File: src/rtl/pipe_ctrl.sv
// Pipeline hazard controller: load-use bubbles, redirect flushes, and
// stalls for multi-cycle ops and data-memory waits, with a wait watchdog.
module pipe_ctrl (
  input  logic        clk,
  input  logic        rstn,
  input  logic [4:0]  id_rs1_idx,
  input  logic [4:0]  id_rs2_idx,
  input  logic        id_rs1_used,
  input  logic        id_rs2_used,
  input  logic [4:0]  ex_rd,
  input  logic        ex_mem_read,
  input  logic        ex_redirect,
  input  logic        ex_long_start,
  input  logic        long_done,
  input  logic        mem_req,
  input  logic        mem_ready,
  output logic        pc_stall,
  output logic        id_stall,
  output logic        ex_stall,
  output logic        mem_stall,
  output logic        id_flush,
  output logic        ex_flush,
  output logic [1:0]  state,
  output logic [31:0] stall_cycles,
  output logic        timeout_err
);

  typedef enum logic [1:0] {
    RUN  = 2'd0,
    LONG = 2'd1,
    MEMW = 2'd2,
    BAD  = 2'd3
  } state_t;

  state_t     cur, nxt;
  logic       mw, lu, rs1_hit, rs2_hit;
  logic       pc_s, id_s, ex_s, mem_s, id_f, ex_f;
  logic [7:0] wait_cnt, wait_nxt;

  assign mw      = mem_req & ~mem_ready;
  assign rs1_hit = id_rs1_used & (id_rs1_idx == ex_rd);
  assign rs2_hit = id_rs2_used & (id_rs2_idx == ex_rd);
  assign lu      = ex_mem_read & (ex_rd != 5'd0) & (rs1_hit | rs2_hit);

  always_ff @(posedge clk or negedge rstn) begin
    if (!rstn) cur <= RUN;
    else       cur <= nxt;
  end

  always_comb begin
    nxt   = RUN;
    pc_s  = 1'b0;
    id_s  = 1'b0;
    ex_s  = 1'b0;
    mem_s = 1'b0;
    id_f  = 1'b0;
    ex_f  = 1'b0;
    case (cur)
      RUN: begin
        if (mw) begin
          {pc_s, id_s, ex_s, mem_s} = 4'b1111;
          nxt = MEMW;
        end else if (ex_redirect) begin
          id_f = 1'b1;
          ex_f = 1'b1;
        end else if (ex_long_start) begin
          {pc_s, id_s, ex_s} = 3'b111;
          nxt = LONG;
        end else if (lu) begin
          // one bubble: hold the consumer in ID, squash what enters EX
          pc_s = 1'b1;
          id_s = 1'b1;
          ex_f = 1'b1;
        end
      end
      LONG: begin
        if (mw) begin
          {pc_s, id_s, ex_s, mem_s} = 4'b1111;
          nxt = LONG;
        end else if (!long_done) begin
          {pc_s, id_s, ex_s} = 3'b111;
          nxt = LONG;
        end
      end
      MEMW: begin
        if (!mem_ready) begin
          {pc_s, id_s, ex_s, mem_s} = 4'b1111;
          nxt = MEMW;
        end
      end
      default: nxt = RUN;
    endcase
  end

  // reset overrides whatever the inputs would request
  assign pc_stall  = rstn & pc_s;
  assign id_stall  = rstn & id_s;
  assign ex_stall  = rstn & ex_s;
  assign mem_stall = rstn & mem_s;
  assign id_flush  = rstn & id_f;
  assign ex_flush  = rstn & ex_f;
  assign state     = cur;

  // only RUN can enter LONG/MEMW, so clearing in RUN covers every entry
  always_comb begin
    wait_nxt = 8'd0;
    if (cur == LONG || cur == MEMW)
      wait_nxt = (wait_cnt == 8'hFF) ? 8'hFF : wait_cnt + 8'd1;
  end

  always_ff @(posedge clk or negedge rstn) begin
    if (!rstn) begin
      wait_cnt    <= 8'd0;
      timeout_err <= 1'b0;
    end else begin
      wait_cnt <= wait_nxt;
      if (wait_nxt == 8'hFF) timeout_err <= 1'b1;
    end
  end

  always_ff @(posedge clk or negedge rstn) begin
    if (!rstn)
      stall_cycles <= 32'd0;
    else if (pc_stall && stall_cycles != 32'hFFFF_FFFF)
      stall_cycles <= stall_cycles + 32'd1;
  end

endmodule
File: config.mk
export PLATFORM = sky130hd
export DESIGN_NAME = pipe_ctrl
export DESIGN_NICKNAME = d
export VERILOG_FILES = /design/src/rtl/pipe_ctrl.sv
export SDC_FILE = /design/constraint.sdc
export NUM_CORES = 1
export LEC_CHECK = 0
export CAP_MARGIN = 10
export CORE_AREA = 2 2 74 76
export DETAILED_ROUTE_END_ITERATION = 10
export DIE_AREA = 0 0 76 78
export DONT_BUFFER_PORTS = 1
export GPL_ROUTABILITY_DRIVEN = 0
export PLACE_DENSITY_LB_ADDON = 0.15
export SYNTH_ARGS = -nofsm -noshare
export SYNTH_HDL_FRONTEND = slang
export SYNTH_SLANG_ARGS = --single-unit
File: constraint.sdc
create_clock -name clk -period 3.2 [get_ports clk]
set_clock_uncertainty 0.15 [all_clocks]
set_input_delay 0.32 -clock clk [delete_from_list [all_inputs] [get_ports clk]]
set_output_delay 0.32 -clock clk [all_outputs]
set_load 0.01 [all_outputs]
==> impl_metrics.yaml <==
sta:
  slew_headroom_pct: 57.8
  rsz0062_at_grt: "no"
  period_share_pct: 93.1
  finalSetupViolations: 0
  fmax_mhz: 336
  min_period_ns: 2.98
  hold_viol: 0
  tns_ns: 0
  final-max-slew-violation-count: 0
  setup_slack_ns: 0.222
  worst_pin_slew_ns: 0.632
synthesis:
  synth_cell_types: 45
  ys_async_sr_fraction_pct: 100
  syn_avg_cell_area_um2: 9.99
  yosysSeqAreaShare_pct: 43.1
  ys_warn_count: 0
  synth_area_leaders: "dfrtp_1 43%, xor2_1 8.4%, xnor2_1 4.9%"
  yosys_most_used_dff: "dfrtp_1"
  syn_nets: 281
  synth_edf_count: 0
  post-synth-top-area-cell: "dfrtp_1"
  yosysTopAreaCellShare_pct: 43.1
  synthesis.area_um2: 2500
  synth-seq-cells: 43
  netlist_instances: 250
critical_path:
  reg2reg_depth: 8
  regToRegSetupSlack_ns: 0.43
  cp_max_fo: 22
  r2r-end: "stall_cycles[1]"
  start_kind: "flip-flop"
  rr_startpoint: "state[0]"
  cp-end-kind: "output pin"
  path_class: "flip-flop to output pin"
  cp.required_ns: 2.73
  arrival_ns: 2.51
die:
  fp.dieArea_um2: 5930
  rows: 26
  die_h_um: 78
  die_x_um: 76
  initial_utilization_pct: 49.5
  io-pin-count: 66
  core_um2: 5040
global_routing:
  grt_max_degree: 44
  grt_use_total_pct: 19.4
  grt_pass1_vias: 1900
  antenna_found_initial: 0
  overflow: 0
  grt_pass1_wl_um: 9220
hold_path:
  hold_path_depth: 2
  min_from: "mem_req"
  whs_endpoint: "state[1]"
  hp-class: "input port to flip-flop"
finish:
  layout.nets: 289
  diodes: 0
  drive_above_1_share_pct: 12.0
  synthToLayoutAreaGrowth_pct: 10.1
  final_cells: 329
detailed_routing:
  drtAntennaViolNets: 0
  dr.pass1.iters: 4
  first_iter_violations: 82
  drc: 0
  routed-via-count: 1888
  drt-total-wl_um: 5350
  wl_per_cell_um: 16.2
  routed_via_density: 5.74
power:
  finalPower_mw: 1.44
  peakVddDrop_uv: 280
  power_density_nw_per_um2: 525
  power_leakage_nw: 1.22
clocking:
  post_cts_buffers: 0
  cts_tree: "built"
  root_buffer: "clkbuf_8"
  cts_sinks: 43
  clockBufferDepth: 2
  clk_pin_slew_ns: 0.07
  clkLatencyLatePin_ns: 0.30
  numCtsBuffers: 5
  htreeDepth: 2
placement:
  dp_cells: 318
  dp_hpwl_um: 3890
  place_ws_ns: 0.0972
  place.port_buffers: 0
flow_run:
  maxCapViolCount: 0
run_status:
  outcome: "complete, no violations"
-- critical path, stage by stage (launching register included) --
cell and delay, ns:
dfrtp_1 0.45, inv_1 0.09, ha_1 0.26, a32oi_1 0.35, a21oi_4 0.13, a21oi_4 0.52
inv_1 0.20, buf_4 0.21
-- where the power goes --
part	switching [mW]	leakage, nW	internal, mW
Clock	0.181	0.0654	0.312
Sequential	0.113	0.561	0.605
Combinational	0.133	0.594	0.0978
Total	0.428	1.22	1.01
-- registers in the layout, indices dropped and copies added (netlist names) --
| name | flops |
|---|---|
| wait_cnt | 8 |
| timeout_err | 1 |
| state | 2 |
| stall_cycles | 32 |
-- cell usage after synthesis, types with 2 or more instances --
cell	number
dfrtp_1	43
xor2_1	24
nand3_1	17
nor3_1	16
nand2_1	15
nand4_1	14
xnor2_1	14
inv_1	13
nor2_1	12
a21oi_1	8
ha_1	6
nor4_2	6
and3_1	5
o21ai_0	5
and4_1	4
buf_4	4
a31oi_1	3
mux2_2	3
nand2b_1	3
nor4_1	3
or4_1	3
a41o_1	2
buf_6	2
nor2b_1	2
nor4b_1	2
o41ai_1	2
-- cells by family after synthesis --
kind of cell	count (synthesis)	share of synthesized area, %
AOI/OAI and AO/OA	27	7.42
xor gates and xnor gates	38	13.3
adders and majority gates	6	3.01
buffers and inverters	21	4.41
DFF	43	43.1
muxes	4	1.75
and+or+nand+nor	111	27.0
-- worst max path at each step --
stage                   from          endpoint  slack (ns)  cells after the start
finish              state[0]          id_stall        0.22                      7
global route        state[0]          id_stall        0.03                      7
CTS                 state[0]          id_stall        0.19                      7
detailed placement  state[0]   stall_cycles[1]         0.1                      8
global placement    state[0]   stall_cycles[1]        0.19                      8
floorplan           state[0]  stall_cycles[31]        0.78                      9
-- what timing repair did --
item	in CTS	in global routing
endpoints found under the setup margin	2	0
resized for setup	1	0
hold endpoints to repair	44	0
hold buffers	3	0
-- area by class of cell --
cell class                 instances  area (um2)
clock buffer                       6        72.6
clock inverter                     2        60.1
fill                             470        2290
inverter                          13        48.8
multi-input combinational        186        1320
sequential                        43        1080
tap                               70        87.6
timing repair buffer               9        85.1
-- per-layer routing --
layer	vias to the layer above	GRT usage (%)	share of wire [%]
li1	922	-	-
met1	903	24.2	45
met2	53	31.7	47
met3	10	5.23	6.1
met4	0	8.73	2.0
met5	-	0	0
-- per-stage QoR --
step,utilization (%),instance area (um2),hold WS (ns)
floorplan,-,2500,-0.126
global placement,50.9,2570,-0.125
detailed placement,50.9,2570,-0.124
CTS,54.5,2750,0.108
global route,54.5,2750,0.123
finish,54.5,2750,0.113
-- placed cells by master (no fill, tap or decap), types with 2 or more instances in the layout --
master	n
dlygate4sd3_1	2
nand3_1	17
nand4_1	14
nor4b_1	2
bufinv_16	2
a41o_1	2
a31oi_1	3
a21oi_1	8
o41ai_1	2
or4_1	3
ha_1	6
inv_1	13
and3_1	5
nor2_1	12
a21oi_4	2
xor2_1	24
dfrtp_1	43
mux2_2	3
buf_4	6
clkbuf_8	5
nor4_1	3
nor3_1	16
and4_1	4
nand2b_1	3
nor2b_1	2
o21ai_0	5
nor4_2	6
xnor2_1	14
nand2_1	15
Note: power is estimated with default switching activity, not from simulation.
